## config.mk

```make
export PLATFORM = sky130hd
export DESIGN_NAME = control_sequencer
export DESIGN_NICKNAME = d
export VERILOG_FILES = /design/src/rtl/control_sequencer.sv
export SDC_FILE = /design/constraint.sdc
export NUM_CORES = 1
export LEC_CHECK = 0
export CORE_MARGIN = 4
export CORE_UTILIZATION = 43
export DETAILED_ROUTE_END_ITERATION = 7
export GPL_TIMING_DRIVEN = 0
export PLACE_DENSITY = 0.75
export SYNTH_ARGS = -nofsm -noshare
export SYNTH_HDL_FRONTEND = slang
export SYNTH_SLANG_ARGS = --single-unit
```

## constraint.sdc

```tcl
create_clock -name clk -period 2 [get_ports clk]
set_input_delay 0.4 -clock clk [delete_from_list [all_inputs] [get_ports clk]]
set_output_delay 0.4 -clock clk [all_outputs]
set_load 0.05 [all_outputs]
```

## src/rtl/control_sequencer.sv

```systemverilog
// Multi-cycle control sequencer: FETCH/DECODE/EXEC/MEM/WB with memory handshake,
// branch evaluation, retire counter and HALT. Optional trap: CTRL_ILLEGAL_TRAP_EN.
module control_sequencer #(
  parameter int OPCODE_W = 4,
  parameter int SIG_W    = 12,
  parameter int CNT_W    = 16
) (
  input  logic                clk,
  input  logic                rst,
  input  logic [OPCODE_W-1:0] opcode,
  input  logic                flag,
  input  logic                mem_ready,
  output logic [SIG_W-1:0]    signals,
  output logic [2:0]          state,
  output logic                halted,
  output logic                illegal,
  output logic [CNT_W-1:0]    retired
);

  typedef enum logic [2:0] {
    S_FETCH  = 3'd0,
    S_DECODE = 3'd1,
    S_EXEC   = 3'd2,
    S_MEM    = 3'd3,
    S_WB     = 3'd4,
    S_HALT   = 3'd5,
    S_TRAP   = 3'd6
  } state_t;

  state_t     st;
  logic [3:0] op_q;
  logic       rsv_q;
  logic       halted_q;
  logic       hi_nz;
  logic       rsv_in;
  logic [11:0] w;

  generate
    if (OPCODE_W > 4) begin : g_hi
      assign hi_nz = |opcode[OPCODE_W-1:4];
    end else begin : g_nohi
      assign hi_nz = 1'b0;
    end
  endgenerate

  assign rsv_in = hi_nz
                | (opcode[3:0] == 4'd13)
                | (opcode[3:0] == 4'd14);

  // Decoded instruction classes; reserved ops fall into none of them
  logic ok, is_ld, is_st, is_brz, is_jmp, is_addi, is_halt, is_alu;
  assign ok      = ~rsv_q;
  assign is_ld   = ok & (op_q == 4'd8);
  assign is_st   = ok & (op_q == 4'd9);
  assign is_addi = ok & (op_q == 4'd10);
  assign is_brz  = ok & (op_q == 4'd11);
  assign is_jmp  = ok & (op_q == 4'd12);
  assign is_halt = ok & (op_q == 4'd15);
  assign is_alu  = ok & (((op_q >= 4'd1) & (op_q <= 4'd7)) | (op_q == 4'd10));

  // Sequencer state, latched opcode, retire counter and status flags
  always_ff @(posedge clk or posedge rst) begin
    if (rst) begin
      st       <= S_FETCH;
      op_q     <= '0;
      rsv_q    <= 1'b0;
      halted_q <= 1'b0;
      retired  <= '0;
    end else begin
      unique case (st)
        S_FETCH: begin
          if (mem_ready) begin
            op_q  <= opcode[3:0];
            rsv_q <= rsv_in;
            st    <= S_DECODE;
          end
        end
        S_DECODE: begin
          if (is_halt) begin
            st       <= S_HALT;
            halted_q <= 1'b1;
            retired  <= retired + CNT_W'(1);
          end
`ifdef CTRL_ILLEGAL_TRAP_EN
          else if (rsv_q) begin
            st <= S_TRAP;
          end
`endif
          else begin
            st <= S_EXEC;
          end
        end
        S_EXEC: begin
          if (is_ld | is_st) begin
            st <= S_MEM;
          end else if (is_alu) begin
            st <= S_WB;
          end else begin
            st      <= S_FETCH;
            retired <= retired + CNT_W'(1);
          end
        end
        S_MEM: begin
          if (mem_ready) begin
            if (is_ld) begin
              st <= S_WB;
            end else begin
              st      <= S_FETCH;
              retired <= retired + CNT_W'(1);
            end
          end
        end
        S_WB: begin
          st      <= S_FETCH;
          retired <= retired + CNT_W'(1);
        end
        S_HALT: st <= S_HALT;
        S_TRAP: st <= S_TRAP;
        default: st <= S_FETCH;
      endcase
    end
  end

`ifdef CTRL_ILLEGAL_TRAP_EN
  logic ill_q;

  // Sticky illegal flag, raised as the reserved op enters TRAP
  always_ff @(posedge clk or posedge rst) begin
    if (rst) begin
      ill_q <= 1'b0;
    end else if (st == S_DECODE && rsv_q) begin
      ill_q <= 1'b1;
    end
  end

  assign illegal = ill_q;
`else
  assign illegal = 1'b0;
`endif

  // Control word from current state and latched opcode
  always_comb begin
    w = '0;
    unique case (st)
      S_FETCH: begin
        w[3] = 1'b1;
        w[1] = 1'b1;
        w[0] = mem_ready;
      end
      S_DECODE: w[9:6] = op_q;
      S_EXEC: begin
        w[9:6] = op_q;
        w[5]   = is_ld | is_st | is_addi;
        w[10]  = (is_brz & flag) | is_jmp;
      end
      S_MEM: begin
        w[9:6] = op_q;
        w[3]   = is_ld;
        w[4]   = is_st;
      end
      S_WB: begin
        w[9:6] = op_q;
        w[2]   = 1'b1;
      end
      S_HALT: w[11] = 1'b1;
      default: w = '0;
    endcase
  end

  assign signals = rst ? '0 : SIG_W'(w);
  assign state   = st;
  assign halted  = halted_q;

endmodule

```

==> results of run 1 <==
[state kept, by name, indices dropped and copies added, names as in the netlist]
| name | cells |
|---|---|
| op_q | 4 |
| retired | 16 |
| halted | 1 |
| state | 3 |
| rsv_q | 1 |
[power by group through the flow]
stage	registers (uW)	clock network (uW)	logic, uW
after floorplan	523	0	46.9
after global placement	524	0	75.9
after detailed placement	525	0	77.5
after CTS	518	234	97.6
after global routing	520	249	106
final	519	224	98.4
[cells by family (layout without fill, tap and decap cells)]
logic type	after synthesis	in the layout
AO/OA/AOI/OAI	16	16
XOR/XNOR	16	16
adder cells (fa/ha/maj)	1	1
buffers and inverters	13	89
flip-flops	25	25
multiplexers	6	6
other	1	1
AND/OR/NAND/NOR	75	75
[cell type report]
type / count / area, um^2 / area share
Timing Repair inverter: 1 / 5.00 / 0.00189
Clock buffer: 3 / 22.5 / 0.00852
Tap cell: 46 / 57.6 / 0.0218
Timing Repair Buffer: 73 / 727 / 0.275
Multi-Input combinational cell: 115 / 1070 / 0.406
Sequential cell: 25 / 634 / 0.240
Inverter: 3 / 15.0 / 0.00568
Clock inverter: 1 / 5.00 / 0.00189
Buffer: 8 / 105 / 0.0398
[layer usage]
metal | GRT usage | part of all wire | up-vias
met5 | 0 | 0 | -
met4 | 0.0695 | 0.016 | 0
met3 | 0.0279 | 0.052 | 8
met2 | 0.339 | 0.52 | 56
met1 | 0.265 | 0.41 | 740
li1 | - | - | 701
[tightest hold or removal path: stages]
cell	delay, ns
clkdlybuf4s15_2	0.32
clkinvlp_4	0.17
buf_4	0.17
[layout by cell type, fill, tap and decap left out, types with 2 or more instances in the layout]
cell             instances
buf_12                   3
nor2_2                   2
or4b_4                   2
mux2_2                   4
dfrtp_2                  7
mux2_4                   2
o21a_1                   2
buf_4                   29
xor2_1                  15
nand2_1                  7
nand2b_4                 2
and2_4                   4
nor4_4                   6
clkdlybuf4s50_1         11
clkbuf_8                 2
nand3_1                  8
buf_6                   10
a211oi_4                 2
dfrtp_1                 18
nor2_4                   4
nand4_1                  6
dlygate4sd2_1            7
nor3_1                   5
clkbuf_4                 4
o21ai_1                  2
dlymetal6s2s_1           8
nor3b_2                  2
a31o_2                   2
inv_1                    2
nor4_2                   2
nor2_1                   5
nor4b_2                  2
buf_8                    6
nor3_4                   4
a21oi_1                  4
nor3_2                   3
[timing repair]
action | CTS | global route
setup buffers | 22 | 12
resized for setup | 110 | 39
hold endpoints to repair | 0 | 0
hold buffers | 0 | 0
pin swaps | 9 | 17
setup endpoints to repair | 35 | 36
cloned | 2 | 1
[worst max path at each step]
stage | end | slack (ns) | depth (start not counted)
final | signals[5] | -0.21 | 4
after global routing | retired[8]$_DFFE_PP0P_ | -0.27 | 7
after CTS | signals[4] | -0.25 | 5
after detailed placement | signals[7] | -1.46 | 5
after global placement | signals[7] | -1.44 | 5
after floorplan | signals[5] | -0.16 | 3
[stage by stage]
step / utilization / cells / hold slack, ns / setup WS (ns) / instance area (um^2)
6_report: 0.774 / 275 / 0.390 / -0.208 / 2640
4_1_cts: 0.711 / 264 / 0.362 / -0.247 / 2430
2_1_floorplan: - / 153 / 0.291 / -0.162 / 1700
3_3_place_gp: 0.628 / 238 / 0.456 / -1.44 / 2140
3_5_place_dp: 0.628 / 238 / 0.463 / -1.46 / 2140
5_1_grt: 0.774 / 275 / 0.388 / -0.267 / 2640
==> impl_results.md, run 1 <==
* Root buffer cell: clkbuf_4
* RR Endpoint: retired[10]$_DFFE_PP0P_
* FFs w/ async S/R, synth at 1.00
* Worst R2R Path Depth at 7
* Max IR drop VDD at ~0.35 mV
* Placer Congestion at ~0.85
* Buf/Inv on CP at 1
* Worst Setup SP: rsv_q$_DFFE_PP0P_
* Main combinational cell family by area after synthesis: simple AND/OR/NAND/NOR gates
* 1st-pass router iterations at 4
* Largest cells by area after synthesis: dfrtp_1, xor2_1, nor3_2, mux2_2, nand3_1
* Pwr/cell area at approximately 320 nW/um^2
* H-Tree Depth at 1
* Internal at 631 uW
* Seq pwr share at 0.617
* Final Hold Fails at 0
* Unique masters post-synth at 46
* Crit-path leading delay family: simple AND/OR/NAND/NOR gates
* Total die area at approximately 4600 um^2
* CTS Buf Count at 3
* Final worst setup slack at -0.208 ns
* # fillers at between 200 and 250
* Die Span Y at slightly below 70 um
* GR Overflow Total at 0
* # setup viols final at 24
* Crit-path max FO at 3
* Status: finished with violations
* Final wirelength at ~4700 um
* Simple-gate share of the synthesized area at 0.318
* Clk sinks at 25
* Initial antenna violation count at 0
* Max frequency at about 450 MHz
* Reg clk slew, reported paths at 0.13 ns
* CP max stage delay at 0.55 ns
* DR WL/cell at around 17 um
* Worst r2r src: rsv_q$_DFFE_PP0P_
* Clock Power Share at 0.266
* Max-cap viol count at 0
* Gr usage total at 0.202
* Post-synth top area share at 0.403
* Initial Util at 0.455
* Sw power at about 210 uW
* Period Utilization, post-route at 1.10
* Count leader, synth: dfrtp_1
* Pins Over Slew Limit at 0
* Slew HR at 0.583
* # nets final at 239
* Post-synth EDFFs at 0
* CTS tree: done
* Vias in the first global route at 1500
* Crit start category: register
* N_diodes at 0
* Post-route ant nets at 0
* Min Tclk post-route at about 2.2 ns
* Hpwl dp at 2710 um
* Pin count of the biggest net entering global routing at 15
* Mapped Nets at between 150 and 200
* Worst-Skew Late Latency at 0.31 ns
* Post-synthesis adder-cell area fraction at 0.00806
* Setup TNS at -3.67 ns
* Overall Power at approximately 840 uW
* Top Ports at between 40 and 50
* YS warnings at 0
* Xor-xnor portion of the synthesized cell area at 0.0902
* Core area at around 3400 um^2
* Layout cell share with drive strength beyond 1 at 0.507
* Arr. time, crit path at around 1.8 ns
* Row cnt at 21
* I/O Buffers at 39
* Dominant cell type by area after synthesis: dfrtp_1
* Die width at slightly below 70 um
* Layout area overhead at 70.3%
* Slew @ Worst Pin at slightly above 0.6 ns
* RSZ-0062 raised after global routing: yes
* Multiplexer share of the synthesized area at 0.0483
* Leakage at about 0.0013 uW
* Cells along the critical path: nand2b_4 > or4b_4 > a211oi_4 > buf_6
* First-pass GRT wire length at slightly above 7000 um
* Via count at around 1.5k
* CP endpoint kind: output port
* Max clock buf depth at 2
* Switching part of the total at 0.249
* Post-Syn Instances at about 150
* Synth Flop Type: dfrtp_1
* DR vias/cell at between 5 and 6
* FF+latch count, synth at 25
* Synth Area in Compound Gates at 0.0814
* Combinational Power Share at 0.117
* Avg Cell Area, Syn at around 10 um^2
* Drc violations at 0
* Synth cell count leaders: dfrtp_1, xor2_1, nor2_1
* Worst hold path type: in -> async
* Clock skew at around 0.0033 ns
* Failing checks: setup timing
* Slowest-stage cell, CP: or4b_4
* Post-Syn Area at ~1600 um^2
* Iter 0 DRT Violations at about 110
* Post-synthesis sequential area ratio at 0.403
* Critical path class: reg -> out
* FF-to-FF setup slack at -0.21 ns
* CP Data Required Time at around 1.6 ns
(Power assumes the default switching activity.)
==> run 2: changes to the inputs <==
--- a/config.mk
+++ b/config.mk
@@ -10,6 +10,7 @@
 export DETAILED_ROUTE_END_ITERATION = 7
 export GPL_TIMING_DRIVEN = 0
 export PLACE_DENSITY = 0.75
+export SETUP_SLACK_MARGIN = 0.4
 export SYNTH_ARGS = -nofsm -noshare
 export SYNTH_HDL_FRONTEND = slang
 export SYNTH_SLANG_ARGS = --single-unit
==> run 2 against run 1 <==
Against the previous run: the run still ends with setup timing left; setup slack worse by 0.11 ns; maximum frequency down 4.7%; total power increased by 4.1%; global-route usage increased by 2.0 points; final cell count is 5.8% higher; critical path depth is 3 higher; core utilization increased by 6.7 points; hold slack better by 0.024 ns.
==> impl_results.md, run 2 (synthesis gave the netlist of run 1 again) <==
* Drc violations at 0
* Overall Power at around 880 uW
* Reg clk slew, reported paths at around 0.15 ns
* Crit start category: register
* Layout area overhead at 84.9%
* CP Depth at 7
* Status: finished with violations
* Gr usage total at 0.221
* Iter 0 DRT Violations at ~80
* Arr. time, crit path at approximately 1.9 ns
* Commonest non-fill, non-tap cells in the layout: buf_4, buf_6, dfrtp_1, xor2_1, clkdlybuf4s15_2
* First-pass GRT wire length at between 7000 and 8000 um
* # nets final at approximately 260
* Cell mode on critical path: buf_6
* # setup viols final at 27
* RSZ-0062 raised after global routing: yes
* Worst r2r src: rsv_q$_DFFE_PP0P_
* Critical path class: reg -> out
* N_diodes at 0
* Period Utilization, post-route at 1.16
* Worst hold path type: in -> async
* Layout cell share with drive strength beyond 1 at 0.624
* Top reg by flops: retired
* Top Ports at between 40 and 50
* Cells along the critical path: buf_6 > buf_6 > nor3b_4 > nand4_1 > o21ai_1 > and3_4 > buf_8
* Clock skew at about 0.021 ns
* Max FFs per register at 16
* GR Overflow Total at 0
* Cts hold-fix bufs at 0
* Pins Over Slew Limit at 0
* Clk sinks at 25
* Commonest non-fill, non-tap cell in the layout: buf_4
* Slowest-stage cell, CP: dfrtp_1
* Slew HR at 0.574
* Root buffer cell: clkbuf_4
* Max-cap viol count at 0
* Final wirelength at 5560 um
* Core area at between 3000 and 4000 um^2
* Min Tclk post-route at approximately 2.3 ns
* Total die area at between 4000 and 5000 um^2
* Met2 Track Usage GR at 0.398
* Crit-path max FO at 3
* 1st-pass router iterations at 4
* Max clock buf depth at 2
* CP Data Required Time at between 1.5 and 2 ns
* CTS tree: done
* Die Span Y at a little under 70 um
* Pin count of the biggest net entering global routing at 14
* Crit-path leading delay family: simple AND/OR/NAND/NOR gates
* Vias in the first global route at between 1.5k and 2k
* Worst R2R Path Depth at 7
* Leakage at about 0.0012 uW
* DR vias/cell at around 5.7
* Pwr/cell area at a little over 300 nW/um^2
* Initial Util at 0.455
* CP max stage delay at 0.45 ns
* Failing checks: setup timing
* Met1 Use GR at 0.268
* Initial antenna violation count at 0
* Slew @ Worst Pin at approximately 0.64 ns
* Layer with the highest usage: met2
* Row cnt at 21
* Final Hold Fails at 0
* Final worst setup slack at -0.316 ns
* Max IR drop VDD at around 0.36 mV
* Max frequency at about 430 MHz
* H-Tree Depth at 1
* Via count at between 1.5k and 2k
* DR WL/cell at between 15 and 20 um
* CTS Buf Count at 3
* Buf/Inv on CP at 3
* Post-route ant nets at 0
* CP endpoint kind: output port
* Worst-Skew Late Latency at 0.33 ns
* Placer Congestion at about 0.87
* I/O Buffers at 39
* Die width at between 60 and 70 um
* Hpwl dp at 2640 um
* Worst Setup SP: rsv_q$_DFFE_PP0P_
* Setup TNS at -5.01 ns
* M3 GR Usage at 0.0181
==> run 2: cell types whose count changed in the layout (fill, tap and decap cells not counted), moves of 3 or more <==
| cell | change |
|---|---|
| dlymetal6s2s_1 | -8 |
| clkdlybuf4s15_2 | +11 |
| mux2_4 | +4 |
| buf_2 | +5 |
| buf_4 | +3 |
| mux2_2 | -4 |
| buf_6 | +11 |
| clkdlybuf4s50_1 | -5 |
| dlygate4sd2_1 | -7 |
| buf_8 | +5 |
==> run 2: path summary, 6_finish.rpt <==
kind,end,slack [ns]
min in group clk,retired[15]$_DFFE_PP0P_,0.48
worst min register to register,retired[15]$_DFFE_PP0P_,0.48
worst min-delay path,retired[14]$_DFFE_PP0P_,0.41
worst max register to register,retired[8]$_DFFE_PP0P_,-0.25
worst max-delay path,signals[3],-0.32
max in group asynchronous,op_q[3]$_DFFE_PP0P_,1.20
==> run 2: report_power, final <==
part / total [uW] / internal [uW] / switching, uW
Combinational: 123 / 58.6 / 64.2
Sequential: 517 / 511 / 5.92
Clock: 236 / 78.1 / 158
==> run 2: routing by layer <==
metal  routed length [um]  vias to the layer above
met2                 2830                       74
met5                    0                        -
li1                     -                      732
met1                 2260                      821
met3                  262                       21
met4                  198                        0
==> run 2: worst reg2reg max path, delay by kind of cell (launching register included) <==
family                    cells  cell delay (ns)
and+or+nand+nor               2             0.63
DFF                           1             0.45
AOI/OAI and AO/OA             1             0.31
muxes                         1             0.30
buffers and inverters         2             0.27
xor gates and xnor gates      1             0.22
==> run 2: final cells by class <==
cell class / instances / area (um^2)
plain buffers: 10 / 135
clock buffers: 4 / 26.3
fillers: 165 / 544
inverters: 3 / 20.0
multi-input cells: 115 / 1120
flip-flops and latches: 25 / 633
well taps: 46 / 57.6
repair buffers: 87 / 871
repair inverters: 1 / 5.00
==> run 2: what timing repair did <==
item,CTS,global route
gates resized for setup,190,39
buffers inserted,31,15
setup endpoints to repair,54,39
pin swaps,15,21
gates cloned,3,0
==> run 2: stage by stage <==
| step | instance area [um^2] | hold WS (ns) | utilization | cells | setup slack [ns] |
|---|---|---|---|---|---|
| after floorplan | 1750 | 0.293 | - | 153 | -0.162 |
| after global placement | 2190 | 0.457 | 0.642 | 238 | -1.43 |
| after detailed placement | 2190 | 0.468 | 0.642 | 238 | -1.52 |
| after CTS | 2670 | 0.390 | 0.781 | 276 | -0.230 |
| after global routing | 2870 | 0.443 | 0.841 | 291 | -0.349 |
| final | 2870 | 0.414 | 0.841 | 291 | -0.316 |
==> run 3: changes to the inputs <==
--- a/config.mk
+++ b/config.mk
@@ -5,6 +5,7 @@
 export SDC_FILE = /design/constraint.sdc
 export NUM_CORES = 1
 export LEC_CHECK = 0
+export CAP_MARGIN = 20
 export CORE_MARGIN = 4
 export CORE_UTILIZATION = 43
 export DETAILED_ROUTE_END_ITERATION = 7
==> results of run 3 <==
Same layout as run 2: the final DEF is identical, and so are final timing and power.
